File: src/rtl/mem_dump_pkg.sv
// rtl/mem_dump_pkg.sv - shared types and sizes for the BRAM dump reader
package mem_dump_pkg;

    localparam int MEM_WID    = 72;
    localparam int MEM_DEPTH  = 2048;
    localparam int MEM_AW     = $clog2(MEM_DEPTH);
    localparam int SKID_DEPTH = 2;
    localparam int OCC_W      = $clog2(SKID_DEPTH + 1);

    typedef enum logic [1:0] {
        IDLE,
        RUN,
        DRAIN,
        DONE
    } state_t;

    typedef struct packed {
        logic [MEM_WID-1:0] data;
        logic [MEM_AW-1:0]  addr;
        logic               last;
    } beat_t;

endpackage

File: src/rtl/mem_dump_skid.sv
// rtl/mem_dump_skid.sv - two-entry FIFO holding RAM words until the stream accepts them
module mem_dump_skid
    import mem_dump_pkg::*;
(
    input  logic             clk,
    input  logic             reset,
    input  logic             push,
    input  beat_t            push_beat,
    input  logic             pop,
    output beat_t            head,
    output logic             head_valid,
    output logic [OCC_W-1:0] occ
);

    beat_t slot0, slot1;

    // slot0 is always the head; pop is only ever requested while occ != 0
    always_ff @(posedge clk) begin
        if (reset) begin
            slot0 <= '0;
            slot1 <= '0;
            occ   <= '0;
        end else begin
            case ({push, pop})
                2'b10: begin
                    if (occ == '0) slot0 <= push_beat;
                    else           slot1 <= push_beat;
                    occ <= occ + 1'b1;
                end
                2'b01: begin
                    slot0 <= slot1;
                    occ   <= occ - 1'b1;
                end
                2'b11: begin
                    if (occ == OCC_W'(1)) begin
                        slot0 <= push_beat;
                    end else begin
                        slot0 <= slot1;
                        slot1 <= push_beat;
                    end
                end
                default: ;
            endcase
        end
    end

    assign head       = slot0;
    assign head_valid = (occ != '0);

endmodule

File: src/rtl/mem_dump_reader.sv
// rtl/mem_dump_reader.sv - sweeps a BRAM address range onto a valid/ready stream with XOR checksum
module mem_dump_reader
    import mem_dump_pkg::*;
#(
    parameter int WID_MEM   = MEM_WID,
    parameter int DEPTH_MEM = MEM_DEPTH,
    parameter int ADDR_W    = MEM_AW
) (
    input  logic               clk,
    input  logic               reset,
    input  logic               start,
    input  logic [ADDR_W-1:0]  first_addr,
    input  logic [ADDR_W-1:0]  last_addr,
    output logic [ADDR_W-1:0]  raddr,
    input  logic [WID_MEM-1:0] rdata,
    output logic               m_valid,
    input  logic               m_ready,
    output logic [WID_MEM-1:0] m_data,
    output logic [ADDR_W-1:0]  m_addr,
    output logic               m_last,
    output logic               busy,
    output logic               done,
    output logic [WID_MEM-1:0] checksum
);

    state_t            state, state_next;
    logic [ADDR_W-1:0] first_r, last_r, tag_addr;
    logic              addr_ok, inflight, tag_last;
    logic              issue, pop, accept_start;
    logic [OCC_W-1:0]  occ;
    logic [OCC_W:0]    pending;
    beat_t             push_beat, head;
    logic              head_valid;

    function automatic logic [ADDR_W-1:0] next_addr(input logic [ADDR_W-1:0] a);
        return (a == ADDR_W'(DEPTH_MEM - 1)) ? '0 : a + 1'b1;
    endfunction

    // raddr is presented during the issue cycle; the RAM registers it at the
    // following edge, so only one read is ever outstanding beyond the FIFO.
    assign pop     = head_valid && m_ready;
    assign pending = {1'b0, occ} + (OCC_W + 1)'(inflight);
    assign issue   = (state == RUN) && addr_ok &&
                     (pending < (OCC_W + 1)'(SKID_DEPTH) + (OCC_W + 1)'(pop));

    always_ff @(posedge clk) begin
        if (reset) state <= IDLE;
        else       state <= state_next;
    end

    always_comb begin
        state_next   = state;
        busy         = 1'b0;
        done         = 1'b0;
        accept_start = 1'b0;
        case (state)
            IDLE: begin
                if (start) begin
                    accept_start = 1'b1;
                    state_next   = RUN;
                end
            end
            RUN: begin
                busy = 1'b1;
                if (issue && raddr == last_r) state_next = DRAIN;
            end
            DRAIN: begin
                busy = 1'b1;
                if (pop && head.last) state_next = DONE;
            end
            DONE: begin
                done       = 1'b1;
                state_next = IDLE;
            end
            default: state_next = IDLE;
        endcase
    end

    always_ff @(posedge clk) begin
        if (reset) begin
            raddr    <= '0;
            first_r  <= '0;
            last_r   <= '0;
            addr_ok  <= 1'b0;
            inflight <= 1'b0;
            tag_addr <= '0;
            tag_last <= 1'b0;
            checksum <= '0;
        end else begin
            inflight <= issue;
            if (issue) begin
                tag_addr <= raddr;
                tag_last <= (raddr == last_r);
                if (raddr != last_r) raddr <= next_addr(raddr);
            end
            if (state == RUN && !addr_ok) begin
                raddr   <= first_r;
                addr_ok <= 1'b1;
            end
            if (accept_start) begin
                first_r  <= first_addr;
                last_r   <= last_addr;
                addr_ok  <= 1'b0;
                checksum <= '0;
            end else if (pop) begin
                checksum <= checksum ^ head.data;
            end
        end
    end

    always_comb begin
        push_beat      = '0;
        push_beat.data = rdata;
        push_beat.addr = tag_addr;
        push_beat.last = tag_last;
    end

    mem_dump_skid u_skid (
        .clk        (clk),
        .reset      (reset),
        .push       (inflight),
        .push_beat  (push_beat),
        .pop        (pop),
        .head       (head),
        .head_valid (head_valid),
        .occ        (occ)
    );

    assign m_valid = head_valid;
    assign m_data  = head.data;
    assign m_addr  = head.addr;
    assign m_last  = head.last;

endmodule

File: config.mk
export PLATFORM = sky130hd
export DESIGN_NAME = mem_dump_reader
export DESIGN_NICKNAME = d
export VERILOG_FILES = /design/src/rtl/mem_dump_pkg.sv /design/src/rtl/mem_dump_skid.sv /design/src/rtl/mem_dump_reader.sv
export SDC_FILE = /design/constraint.sdc
export NUM_CORES = 1
export LEC_CHECK = 0
export ABC_CLOCK_PERIOD_IN_PS = 2900
export CELL_PAD_IN_SITES_DETAIL_PLACEMENT = 1
export CELL_PAD_IN_SITES_GLOBAL_PLACEMENT = 2
export CORE_ASPECT_RATIO = 2
export CORE_MARGIN = 10
export CORE_UTILIZATION = 26
export CTS_CLUSTER_SIZE = 24
export DETAILED_ROUTE_END_ITERATION = 16
export PLACE_DENSITY_LB_ADDON = 0.25
export SLEW_MARGIN = 0
export SYNTH_ARGS = -nofsm -noshare
export SYNTH_HDL_FRONTEND = slang
export SYNTH_SLANG_ARGS = --single-unit
export TNS_END_PERCENT = 50
File: constraint.sdc
create_clock -name clk -period 2.9 [get_ports clk]
set_input_delay 0.58 -clock clk [delete_from_list [all_inputs] [get_ports clk]]
set_output_delay 0.58 -clock clk [all_outputs]
set_load 0.03 [all_outputs]
==> run_results.csv <==
group,metric,value,unit
yosys,async_flop_share,0,
timing,period_share,0.9133,
floorplanning,start_util,0.2625,
final_layout,syn_to_final_growth,40.12,%
timing,worst_slack,0.2513,ns
yosys,ys_top_cells_by_area,"dfxtp_1, nand2_1, a221oi_1, xor2_1, a21oi_1",
cts,clock_sinks,291,
detailed_routing,drt_iter0_drc,432,
yosys,synth_top_area_share,0.5132,
timing,hold_ws,0.4552,ns
detailed_routing,viasPerCell,4.864,
critical_path,rr_worst_depth,7,
critical_path,r2r_end,"raddr[8]",
critical_path,slowest_stage,"or3b_1",
critical_path,slowest_delay,0.44,ns
cts,cts_buffer_depth,3,
yosys,synth.top_cells.by_count,"nand2_1, dfxtp_1, nor2_1",
critical_path,end_kind,"flop",
timing,setup_viol,0,
floorplanning,pin_count,268,
floorplanning,dieArea,52920,um^2
yosys,synth_top_cell_by_area,"dfxtp_1",
yosys,yosysWarnings,0,
critical_path,crit_arrival,3.13,ns
floorplanning,core,43240,um^2
detailed_routing,wirelength,43.95,mm
global_routing,grt-ovfl-total,0,
detailed_routing,wire_per_inst,20.27,um
critical_path,r2r_setup_slack,0.25,ns
yosys,yosysMostFrequentCell,"nand2_1",
place,hpwl,30.31,mm
yosys,synth_nets,1473,
power_and_ir_drop,power.density,954.8,nW/um^2
global_routing,grt_busiest_layer,"met2",
cts,htree_num_levels,1,
worst_hold_path,hold-path-cell-count,2,
yosys,synth_seq_cells,291,
cts,cts-buffers-inserted,30,
cts,post_cts_buffers,0,
detailed_routing,dr.pass1.iters,5,
power_and_ir_drop,leakage,5.369,nW
global_routing,grt_pass1_vias,11040,
cts,cts_tree,"built",
timing,fmaxAchievable,377.5,MHz
critical_path,crit_required,3.38,ns
yosys,syn_area,11350,um^2
floorplanning,fp.dieW,167.7,um
power_and_ir_drop,power,15.19,mW
worst_hold_path,worst_hold_path.endpoint,"first_r[0]",
critical_path,regToRegStartpoint,"u_skid.occ[0]",
final_layout,fin_nets,1704,
floorplanning,core.rowCount,108,
global_routing,grt_start_max_net_pins,175,
timing,hold_violations,0,
timing,rsz0062_at_grt,"false",
critical_path,crit_chain,"inv_1, ha_1, or3b_1, a211o_1, or3_4, or4_1, a31oi_1",
timing,skew,0.01344,ns
critical_path,start_kind,"flop",
yosys,post_synth.cell_area_avg,8.334,um^2
timing,fin_tns_setup,0,ns
global_routing,antenna_found_initial,5,
place,portBuffers,267,
critical_path,cp_max_fo,4,
status,status,"complete, no violations",
place,gp_congestion,0.8143,
yosys,seq_area_frac_synth,0.5132,
timing,tightest_slew,0.9466,ns
global_routing,grt_pass1_wl,67.54,mm
yosys,synth.distinct_cells,49,
global_routing,met2_usage,0.3020,
global_routing,track_usage,0.1583,
timing,relSlewSlack,0.3689,
global_routing,met1_usage,0.1693,
yosys,synth_flop_cell,"dfxtp_1",
critical_path,cp_top_family,"simple AND/OR/NAND/NOR gates",
critical_path,critPathBufInv,1,
worst_hold_path,hold_path.class,"flop to flop",
cts,cts-root-buf,"clkbuf_16",
yosys,synthCells,1362,
floorplanning,die_y,315.5,um
place,dp.cells,2110,
place,dp_slack,-0.08262,ns
timing,finalMaxSlewViolations,0,
final_layout,final_cells,2168,
cts,clk-insertion-delay-late,0.56,ns
timing,period_minus_slack,2.649,ns
critical_path,worst-setup-path-type,"flop to flop",
detailed_routing,route.vias.total,10550,
worst_hold_path,hold_path_startpoint,"first_r[0]",
cts,path_clk_slew,0.07,ns
detailed_routing,drc_errors,0,
power_and_ir_drop,peakVddDrop,0.0005728,V
flow_run,maxCapViolations,0,
yosys,synth_edf_count,0,
final_layout,drive_gt1_frac,0.06320,
global_routing,grt_util_met3,0.03108,
detailed_routing,ant_nets,0,
## per-layer routing
layer | wire length [um] | vias to the layer above
li1 | - | 5080
met1 | 16850 | 5157
met4 | 1026 | 2
met5 | 13 | -
met3 | 2029 | 54
met2 | 24030 | 253
## worst max path at each step
| stage | from | depth (start not counted) | slack [ns] | to |
|---|---|---|---|---|
| after floorplan | u_skid.occ[0] | 13 | -0.07 | u_skid.head[33] |
| after global placement | m_ready | 6 | -0.07 | raddr[8] |
| after detailed placement | m_ready | 10 | -0.08 | u_skid.slot1[73] |
| after CTS | u_skid.occ[0] | 4 | 0.008 | m_valid |
| after global routing | u_skid.occ[0] | 7 | 0.03 | raddr[8] |
| final | u_skid.occ[0] | 7 | 0.25 | raddr[8] |
## report_power, final
part,switching (mW),internal [mW]
logic,3.56,2.15
registers,0.652,4.67
clock network,1.70,2.46
## cells in the final DEF, fill, tap and decap left out, types with 14 or more instances in the layout
master           Yosys  final
clkbuf_16            0     32
dfxtp_1            291    291
a221oi_1            84     84
xor2_1              74     74
nor2_1             168    168
clkdlybuf4s50_1      0    265
nor3_1              86     86
nand2_1            318    317
a21oi_1            127    126
buf_4                2     21
buf_12               0     14
## final cells by class
cell class                 instances  area (um^2)
antenna                            4        10.01
clock buffer                      36        824.5
clock inverter                    17        221.5
fill                            5098        27340
inverter                          11        41.29
multi-input combinational        955         5140
sequential                       291         5826
tap                              550        688.2
timing repair buffer             304         3154
## metrics by stage
| step | util | area, um^2 |
|---|---|---|
| 2_1_floorplan | - | 11350 |
| 3_3_place_gp | 0.3428 | 14820 |
| 3_5_place_dp | 0.3428 | 14820 |
| 4_1_cts | 0.3670 | 15870 |
| 5_1_grt | 0.3678 | 15910 |
| 6_report | 0.3678 | 15910 |
## tightest hold or removal path, delay by kind of cell (launching register included)
kind            cells  cell delay [ns]
simple gates        1             0.05
flops               1             0.31
compound gates      1             0.05
## cells by family (layout without fill, tap and decap cells)
kind of cell             count (synthesis)  in the layout  share of synthesized area
AO/OA/AOI/OAI                          250            250                     0.1469
flip-flops                             291            291                     0.5132
adder cells (fa/ha/maj)                 13             13                    0.01433
other                                    0              4                          0
buffers and inverters                  116            368                    0.04023
multiplexers                             1              1                  0.0008819
XOR/XNOR                                87             87                    0.06713
AND/OR/NAND/NOR                        604            604                     0.2173
## sequential cells by signal, indices dropped and copies added (netlist names), 2 cells and up
name          flops
u_skid.occ        2
last_r           11
state             2
checksum         72
tag_addr         11
first_r          11
raddr            11
u_skid.head      84
u_skid.slot1     84
## what timing repair did
action | CTS | global route
endpoints found under the setup margin | 0 | 93
resized for setup | 0 | 6
hold buffers | 0 | 0
(Power assumes the default switching activity.)
